File: src/rtl/sad_sequencer.sv
// sad_sequencer: instruction sequencer for a bank of SAD engines.
// Decodes CLEAR / SAD / HALT / CLRERR in IDLE, pulses the engines, and
// waits for every engine to report done before releasing the PC.
// All outputs come straight from flops.
// Optional feature macro: SAD_SEQ_TIMEOUT_EN adds a WAIT-state watchdog
// with a sticky TimeoutErr flag. Without it, TimeoutErr is tied low and
// CLRERR decodes as a NOP.
module sad_sequencer #(
  parameter int OPCODE_W    = 3,
  parameter int NUM_ENGINES = 2,
  parameter int TIMEOUT_W   = 8
) (
  input  logic                   Clk,
  input  logic                   Rst_n,
  input  logic [OPCODE_W-1:0]    OPCode,
  input  logic                   InstrValid,
  input  logic [NUM_ENGINES-1:0] EngDone,
  output logic                   SetZeroes,
  output logic [NUM_ENGINES-1:0] TriggerBoss,
  output logic                   PCStall,
  output logic                   Busy,
  output logic                   SadDone,
  output logic                   TimeoutErr
);

  // Catch illegal configurations at elaboration time.
  if (OPCODE_W < 3 || NUM_ENGINES < 1 || NUM_ENGINES > 8 || TIMEOUT_W < 1) begin : g_param_chk
    $error("sad_sequencer: illegal parameter combination");
  end

  typedef enum logic [2:0] {
    S_IDLE   = 3'd0,
    S_CLEAR  = 3'd1,
    S_LAUNCH = 3'd2,
    S_WAIT   = 3'd3,
    S_HALT   = 3'd4
  } state_t;

  localparam logic [2:0] OP_CLEAR  = 3'b100;
  localparam logic [2:0] OP_SAD    = 3'b101;
  localparam logic [2:0] OP_HALT   = 3'b110;
  localparam logic [2:0] OP_CLRERR = 3'b111;

  state_t                 state_q, state_d;
  logic [NUM_ENGINES-1:0] done_q, done_d;
  logic                   setz_q, setz_d;
  logic [NUM_ENGINES-1:0] trig_q, trig_d;
  logic                   pcst_q, pcst_d;
  logic                   busy_q, busy_d;
  logic                   sadd_q, sadd_d;

  // Decode: any set bit above bit 2 turns the instruction into a NOP.
  logic       hi_nz;
  logic [2:0] op;
  logic       accept;
  logic       all_done;

  assign hi_nz    = |(OPCode >> 3);
  assign op       = OPCode[2:0];
  assign accept   = InstrValid && !hi_nz && (state_q == S_IDLE);
  assign all_done = &(done_q | EngDone);

`ifdef SAD_SEQ_TIMEOUT_EN
  logic [TIMEOUT_W-1:0] cnt_q, cnt_d;
  logic [TIMEOUT_W-1:0] cnt_inc;
  logic                 terr_q, terr_d;
  logic                 to_hit;

  assign cnt_inc = cnt_q + 1'b1;
  // Counter would reach all ones on this WAIT cycle.
  assign to_hit  = &cnt_inc;
`endif

  // Next-state logic; output flops are derived from the next state so
  // every output lines up with the state it describes.
  always_comb begin
    state_d = state_q;
    done_d  = done_q;
    sadd_d  = 1'b0;
`ifdef SAD_SEQ_TIMEOUT_EN
    cnt_d   = cnt_q;
    terr_d  = terr_q;
`endif
    unique case (state_q)
      S_IDLE: begin
        if (accept) begin
          case (op)
            OP_CLEAR:  state_d = S_CLEAR;
            OP_SAD:    state_d = S_LAUNCH;
            OP_HALT:   state_d = S_HALT;
`ifdef SAD_SEQ_TIMEOUT_EN
            OP_CLRERR: terr_d  = 1'b0;
`else
            OP_CLRERR: state_d = S_IDLE;
`endif
            default:   state_d = S_IDLE;
          endcase
        end
      end
      S_CLEAR: state_d = S_IDLE;
      S_LAUNCH: begin
        // Engine done flags seen while launching are stale; start clean.
        state_d = S_WAIT;
        done_d  = '0;
`ifdef SAD_SEQ_TIMEOUT_EN
        cnt_d   = '0;
`endif
      end
      S_WAIT: begin
        if (all_done) begin
          // Completion wins over a coincident timeout.
          state_d = S_IDLE;
          sadd_d  = 1'b1;
          done_d  = '0;
`ifdef SAD_SEQ_TIMEOUT_EN
          cnt_d   = '0;
        end else if (to_hit) begin
          state_d = S_IDLE;
          terr_d  = 1'b1;
          done_d  = '0;
          cnt_d   = '0;
`endif
        end else begin
          done_d = done_q | EngDone;
`ifdef SAD_SEQ_TIMEOUT_EN
          cnt_d  = cnt_inc;
`endif
        end
      end
      S_HALT: state_d = S_HALT;
      default: state_d = S_IDLE;
    endcase

    setz_d = (state_d == S_CLEAR);
    trig_d = (state_d == S_LAUNCH) ? {NUM_ENGINES{1'b1}} : '0;
    pcst_d = (state_d == S_LAUNCH) || (state_d == S_WAIT) || (state_d == S_HALT);
    busy_d = (state_d != S_IDLE);
  end

  // State and sticky done vector.
  always_ff @(posedge Clk or negedge Rst_n) begin
    if (!Rst_n) begin
      state_q <= S_IDLE;
      done_q  <= '0;
    end else begin
      state_q <= state_d;
      done_q  <= done_d;
    end
  end

  // Registered outputs.
  always_ff @(posedge Clk or negedge Rst_n) begin
    if (!Rst_n) begin
      setz_q <= 1'b0;
      trig_q <= '0;
      pcst_q <= 1'b0;
      busy_q <= 1'b0;
      sadd_q <= 1'b0;
    end else begin
      setz_q <= setz_d;
      trig_q <= trig_d;
      pcst_q <= pcst_d;
      busy_q <= busy_d;
      sadd_q <= sadd_d;
    end
  end

`ifdef SAD_SEQ_TIMEOUT_EN
  // Watchdog counter and sticky error flag.
  always_ff @(posedge Clk or negedge Rst_n) begin
    if (!Rst_n) begin
      cnt_q  <= '0;
      terr_q <= 1'b0;
    end else begin
      cnt_q  <= cnt_d;
      terr_q <= terr_d;
    end
  end

  assign TimeoutErr = terr_q;
`else
  assign TimeoutErr = 1'b0;
`endif

  assign SetZeroes   = setz_q;
  assign TriggerBoss = trig_q;
  assign PCStall     = pcst_q;
  assign Busy        = busy_q;
  assign SadDone     = sadd_q;

endmodule
File: config.mk
export PLATFORM = sky130hd
export DESIGN_NAME = sad_sequencer
export DESIGN_NICKNAME = d
export VERILOG_FILES = /design/src/rtl/sad_sequencer.sv
export SDC_FILE = /design/constraint.sdc
export NUM_CORES = 1
export LEC_CHECK = 0
export BUFFER_PORTS_ARGS = -buffer_cell sky130_fd_sc_hd__buf_4
export CORE_AREA = 2 2 39 41
export DETAILED_ROUTE_END_ITERATION = 7
export DIE_AREA = 0 0 41 43
export GPL_TIMING_DRIVEN = 0
export PLACE_DENSITY_LB_ADDON = 0.3
export SYNTH_ARGS = -nofsm -noshare
export SYNTH_HDL_FRONTEND = slang
export SYNTH_SLANG_ARGS = --single-unit
File: constraint.sdc
create_clock -name Clk -period 1.9 [get_ports Clk]
set_input_delay 0.475 -clock Clk [delete_from_list [all_inputs] [get_ports Clk]]
set_output_delay 0.475 -clock Clk [all_outputs]
set_load 0.01 [all_outputs]
==> results of run 1 <==
==> registers in the layout (all words and copies together) (netlist names) <==
register	flops
PCStall	1
Busy	1
SadDone	1
SetZeroes	1
TriggerBoss	1
done_q	2
state_q	3
==> power breakdown <==
part	switching, uW	total (uW)	leakage (uW)	internal [uW]
Combinational	104	209	0.000140	104
Clock	70.0	186	0.0000210	116
Sequential	64.3	346	0.000132	281
==> cells in the final DEF, fill, tap and decap left out <==
master	n
sky130_fd_sc_hd__a21oi_1	6
sky130_fd_sc_hd__a31oi_1	1
sky130_fd_sc_hd__and2_2	1
sky130_fd_sc_hd__and2b_1	1
sky130_fd_sc_hd__buf_4	15
sky130_fd_sc_hd__clkbuf_4	3
sky130_fd_sc_hd__clkbuf_8	1
sky130_fd_sc_hd__conb_1	1
sky130_fd_sc_hd__dfrtp_1	10
sky130_fd_sc_hd__inv_1	1
sky130_fd_sc_hd__nand2_1	3
sky130_fd_sc_hd__nand2b_1	1
sky130_fd_sc_hd__nor2_1	7
sky130_fd_sc_hd__nor3_1	1
sky130_fd_sc_hd__nor4_1	1
sky130_fd_sc_hd__o21ai_1	2
sky130_fd_sc_hd__o221ai_1	1
sky130_fd_sc_hd__o31ai_1	2
sky130_fd_sc_hd__xor2_1	1
==> cell usage after synthesis <==
| master | count |
|---|---|
| sky130_fd_sc_hd__buf_4 | 2 |
| sky130_fd_sc_hd__conb_1 | 1 |
| sky130_fd_sc_hd__nor2_1 | 7 |
| sky130_fd_sc_hd__and2b_1 | 1 |
| sky130_fd_sc_hd__dfrtp_1 | 10 |
| sky130_fd_sc_hd__a21oi_1 | 6 |
| sky130_fd_sc_hd__nand2b_1 | 1 |
| sky130_fd_sc_hd__nand2_1 | 3 |
| sky130_fd_sc_hd__nor3_1 | 1 |
| sky130_fd_sc_hd__inv_1 | 1 |
| sky130_fd_sc_hd__a31oi_1 | 1 |
| sky130_fd_sc_hd__xor2_1 | 1 |
| sky130_fd_sc_hd__nor4_1 | 1 |
| sky130_fd_sc_hd__and2_2 | 1 |
| sky130_fd_sc_hd__o21ai_1 | 2 |
| sky130_fd_sc_hd__o31ai_1 | 2 |
| sky130_fd_sc_hd__o221ai_1 | 1 |
==> worst register-to-register path, delay by kind of cell, from the launching register on <==
kind / cells / cell delay, ps
AND/OR/NAND/NOR: 3 / 570
flip-flops: 1 / 440
==> through the flow <==
stage	area [um^2]	hold slack (ps)
2_1_floorplan	421.7	179.4
3_3_place_gp	539.3	309.3
3_5_place_dp	539.3	308.1
4_1_cts	575.6	18.48
5_1_grt	575.6	16.81
6_report	575.6	27.26
==> cell families after synthesis <==
family                    Yosys count  synth area share [%]
buffers and inverters               3                 4.449
xor gates and xnor gates            1                 2.078
AOI/OAI and AO/OA                  12                 16.62
DFF                                10                 59.35
other                               1                0.8894
and+or+nand+nor                    15                 16.62
==> how the worst max path moves through the flow <==
stage,startpoint,endpoint,slack [ps],cells after the start
floorplan,TriggerBoss[0],TriggerBoss[1],890,1
detailed placement,EngDone[0],PCStall,740,4
finish,TriggerBoss[0],TriggerBoss[1],540,2
global placement,EngDone[0],Busy,740,4
global route,TriggerBoss[0],TriggerBoss[1],500,2
CTS,TriggerBoss[0],TriggerBoss[1],520,2
==> area by class of cell <==
cell class	count	area [um^2]	share of cell area (%)
Timing Repair Buffer	13	97.59	16.96
Sequential cell	10	250.2	43.48
Inverter	1	3.754	0.6522
Tap cell	16	20.02	3.478
Multi-Input combinational cell	29	152.6	26.52
Clock buffer	4	36.28	6.304
Buffer	2	15.01	2.609
==> per-layer routing <==
metal,GRT usage (%),part of all wire [%],vias up
met5,0,0,-
met4,12.00,1.6,0
met3,3.141,5.2,2
met2,16.56,51,10
met1,11.07,42,158
li1,-,-,177
==> flow_summary_export.csv, run 1 <==
group,metric,value,unit
status,result_of_the_run,"finished clean",
final_layout,design.final.nets,68,
global_routing,first_global_vias,306,
sta,rsz_0062_raised_after_global_routing,"no",
sta,setup_violations_final,0,
final_layout,fill_cells,135,
clock_tree,clk_pin_slew_worst_paths,60,ps
global_routing,antenna_found_initial,0,
place,pre_cts_ws,739.3,ps
sta,report.final.hold_viol_count,0,
drt,routed-via-count,347,
drt,drt-total-wl,769,um
floorplanning,core_area,1384,um^2
final_layout,instances_no_fill,75,
drt,drcViolationCount,0,
place,portBuffers,13,
sta,setup-tns-final,0,ps
final_layout,synthToLayoutAreaGrowth,36.50,%
critical_path,max_stage_delay,370,ps
sta,layout_worst_path_cycle_share,71.73,%
clock_tree,cts.sink_count,10,
sta,timing_max_transition_violations_final,0,
critical_path,cpMaxStageDelayCell,"sky130_fd_sc_hd__dfrtp_1",
sta,max_freq,0.7337,GHz
final_layout,drive_gt1_share,33.90,%
clock_tree,cts_tree,"yes",
pwr,ir_drop,0.3659,mV
clock_tree,cts_buffer_depth,2,
drt,first_iter_violations,6,
drt,drt.antenna.violating_nets,0,
clock_tree,skew_pair_late_insertion_delay,260,ps
pwr,power.density_cell_area,1287,nW/um^2
worst_hold_path,min_path_type,"input pin to async pin",
drt,detail_route.vias_per_cell,4.627,
critical_path,worst-path-buf-inv,2,
critical_path,crit_path_cell_trace,"buf_4 > buf_4",
final_layout,n_antenna_cell,0,
critical_path,regToRegStartpoint,"state_q[1]",
yosys,synth_nets,50,
drt,detailedRoute.firstPassIterationCount,2,
critical_path,crit_path_end_kind,"primary output",
clock_tree,number_of_buffers_added_to_fix_hold_violations_after_cts,0,
global_routing,gr-total-overflow,0,
critical_path,critical_path_required_time,1420,ps
critical_path,critPathArrivalTime,890,ps
critical_path,critPathLaunchType,"flip-flop",
critical_path,worst-r2r-cell-count,3,
place,gp_congestion,0.7975,
pwr,totalPowerFinal,740.6,uW
yosys,netlist-cell-type-count,17,
drt,routedWlPerCell,10.25,um
pwr,total_leakage_power,0.0002935,uW
place,dp_cells,71,
critical_path,path_common_cell,"sky130_fd_sc_hd__buf_4",
sta,setup_slack,537.1,ps
global_routing,grtUsageTotal,11.19,%
flow_run,cap_viol_max_count,0,
yosys,synth_top_cells_by_area,"sky130_fd_sc_hd__dfrtp_1 (59%), sky130_fd_sc_hd__a21oi_1 (7.1%), sky130_fd_sc_hd__nor2_1 (6.2%)",
yosys,count_of_state_elements_after_synthesis,10,
clock_tree,clk_root_buf,"sky130_fd_sc_hd__clkbuf_4",
yosys,synthesis.area,421.7,um^2
final_layout,post-route-util,41.59,%
floorplanning,die_width,41,um
critical_path,critical_path_class,"flip-flop to primary output",
floorplanning,io_pins,15,
global_routing,grt_pass1_wl,1.207,mm
floorplanning,die_height,43,um
yosys,netlist.top_cell.by_area,"sky130_fd_sc_hd__dfrtp_1",
clock_tree,post_cts_setup_buffers,0,
floorplanning,die_area,1763,um^2
critical_path,critical_path_peak_fanout,2,
clock_tree,cts_made_buffers,3,
yosys,synth.yosys.seq_area_share,59.35,%
critical_path,timing.rr.end,"SetZeroes",
sta,final_critical_period,1363,ps
global_routing,grt_max_degree,11,
critical_path,worst_path_dominant_cell_family,"flip-flops",
critical_path,setup.reg_to_reg.worst_slack,820,ps
floorplanning,placementRows,14,
yosys,syn_inst,42,
floorplanning,initial_core_utilization,30.47,%
sta,fin_worst_skew,0.4757,ps
yosys,synth_top_area_share,59.35,%
yosys,synthesis.area_per_instance,10.04,um^2
yosys,ys.warnings.count,0,
clock_tree,total_number_of_h_tree_levels,1,
clock_tree,ctsResizeCount,0,
Note: power is estimated with default switching activity, not from simulation.
==> run 2: changes to the inputs <==
==> constraint.sdc (replaced) <==
create_clock -name Clk -period 1.3 [get_ports Clk]
set_input_delay 0.325 -clock Clk [delete_from_list [all_inputs] [get_ports Clk]]
set_output_delay 0.325 -clock Clk [all_outputs]
set_load 0.01 [all_outputs]
==> run 2 against run 1 <==
Clock skew stayed put. Sequential share of layout area is 0.74 points lower. Total power is 46% higher. Sequential cell count stayed put. Worst hold slack better by 240 ps. Critical path type unchanged. Largest power group unchanged.
==> flow_summary_export.csv, run 2 (synthesis results as in run 1) <==
group,metric,value,unit
global_routing,grtUsageTotal,11.19,%
critical_path,critical_path_required_time,980,ps
final_layout,largest_register_ff_count,3,
clock_tree,total_number_of_h_tree_levels,1,
critical_path,critPathArrivalTime,890,ps
status,result_of_the_run,"finished clean",
final_layout,fill_cells,134,
sta,timing_max_transition_violations_final,0,
sta,report.final.hold_viol_count,0,
floorplanning,die_width,41,um
sta,rsz_0062_raised_after_global_routing,"no",
sta,setup-tns-final,0,ps
place,gp_congestion,0.7975,
drt,routedWlPerCell,10.22,um
place,portBuffers,13,
sta,setup_violations_final,0,
floorplanning,die_height,43,um
clock_tree,clk_root_buf,"sky130_fd_sc_hd__clkbuf_4",
floorplanning,placementRows,14,
sta,layout_worst_path_cycle_share,93.30,%
global_routing,grt_pass1_wl,1.207,mm
critical_path,crit_path_end_kind,"primary output",
floorplanning,die_area,1763,um^2
global_routing,grt_max_degree,11,
floorplanning,core_area,1384,um^2
worst_hold_path,min_path_type,"input pin to flip-flop",
pwr,clock_power_share,25.1,%
final_layout,mostFrequentLayoutCell,"sky130_fd_sc_hd__buf_4",
drt,drcViolationCount,0,
clock_tree,skew_pair_late_insertion_delay,260,ps
pwr,seq_pwr_share,46.6,%
drt,first_iter_violations,6,
global_routing,first_global_vias,306,
clock_tree,clk_pin_slew_worst_paths,60,ps
critical_path,critPathLaunchType,"flip-flop",
final_layout,post-route-util,42.31,%
global_routing,antenna_found_initial,0,
sta,final_critical_period,1213,ps
drt,drt-total-wl,777,um
drt,routed-via-count,349,
pwr,ir_drop,0.5351,mV
sta,max_freq,0.8245,GHz
clock_tree,cts_buffer_depth,2,
clock_tree,cts_made_buffers,3,
final_layout,ff_latch_area,250.2,um^2
clock_tree,cts.sink_count,10,
final_layout,most-common-layout-cells,"sky130_fd_sc_hd__buf_4 (15), sky130_fd_sc_hd__dfrtp_1 (10), sky130_fd_sc_hd__nor2_1 (7)",
pwr,combPwrFrac,28.3,%
final_layout,n_antenna_cell,0,
floorplanning,io_pins,15,
sta,fin_worst_skew,0.4757,ps
flow_run,cap_viol_max_count,0,
pwr,swShare,32.19,%
final_layout,synthToLayoutAreaGrowth,38.87,%
clock_tree,cts_tree,"yes",
final_layout,design.final.nets,69,
critical_path,critical_path_class,"flip-flop to primary output",
clock_tree,ctsResizeCount,0,
final_layout,multiInputGateArea,152.6,um^2
drt,detailedRoute.firstPassIterationCount,2,
drt,drt.antenna.violating_nets,0,
critical_path,critical_path_peak_fanout,2,
final_layout,largest-register,"state_q",
pwr,total_leakage_power,0.0002977,uW
global_routing,gr-total-overflow,0,
pwr,power.density_cell_area,1853,nW/um^2
drt,detail_route.vias_per_cell,4.592,
floorplanning,initial_core_utilization,30.47,%
pwr,internal-power,735.7,uW
final_layout,reg_top3,"state_q x3, done_q x2",
pwr,netSwitchingPower,349.2,uW
final_layout,drive_gt1_share,33.33,%
## run 2: cell types whose count changed in the layout (fill, tap and decap cells not counted), sizes merged
| cell | delta |
|---|---|
| dlygate4sd3 | +1 |
## run 2: stage by stage
stage	cells	setup slack (ps)	power, uW	hold WS [ps]	cell area (um^2)
floorplan	42	330.6	684.6	29.41	421.7
global placement	71	265.7	801.8	159.3	539.3
detailed placement	71	248.1	813.8	158.1	539.3
CTS	76	74.20	1095	252.7	585.6
global route	76	49.50	1173	260.8	585.6
finish	76	87.07	1085	267.3	585.6
## run 2: cell type report
cell class,instances,area share (%)
well taps,16,3.419
flip-flops and latches,10,42.74
multi-input cells,29,26.07
inverters,1,0.6410
plain buffers,2,2.564
clock buffers,4,6.197
repair buffers,14,18.38
## run 2: power by group through the flow
stage | clock network (uW) | logic, uW | registers (uW)
global placement | 0 | 300 | 502
global route | 297 | 354 | 523
CTS | 284 | 309 | 502
detailed placement | 0 | 306 | 508
floorplan | 0 | 181 | 504
finish | 272 | 307 | 505
## run 2: final timing paths
path	startpoint	endpoint	cells past startpoint	slack [ps]
worst min register to register	done_q[1]	done_q[1]	2	530
min in group asynchronous	Rst_n	state_q[1]	2	420
max in group asynchronous	Rst_n	state_q[0]	2	740
worst max-delay path	TriggerBoss[0]	TriggerBoss[1]	2	90
worst min-delay path	OPCode[0]	SetZeroes	2	270
worst max register to register	state_q[1]	SetZeroes	3	220
## run 2: routing by layer
layer	up-vias	track usage, %	wire length [um]
met5	-	0	0
met4	0	12.00	12
met3	2	3.141	39
met2	10	16.56	396
met1	158	11.07	328
li1	179	-	-
## run 2: timing repair
item | CTS | global route
setup buffers | 0 | 0
hold buffers | 1 | 0
endpoints found under the hold margin | 10 | 0
## run 2: critical path, cell delays in order (launching register included)
cell	delay, ps
sky130_fd_sc_hd__dfrtp_1	370
sky130_fd_sc_hd__buf_4	130
sky130_fd_sc_hd__buf_4	130
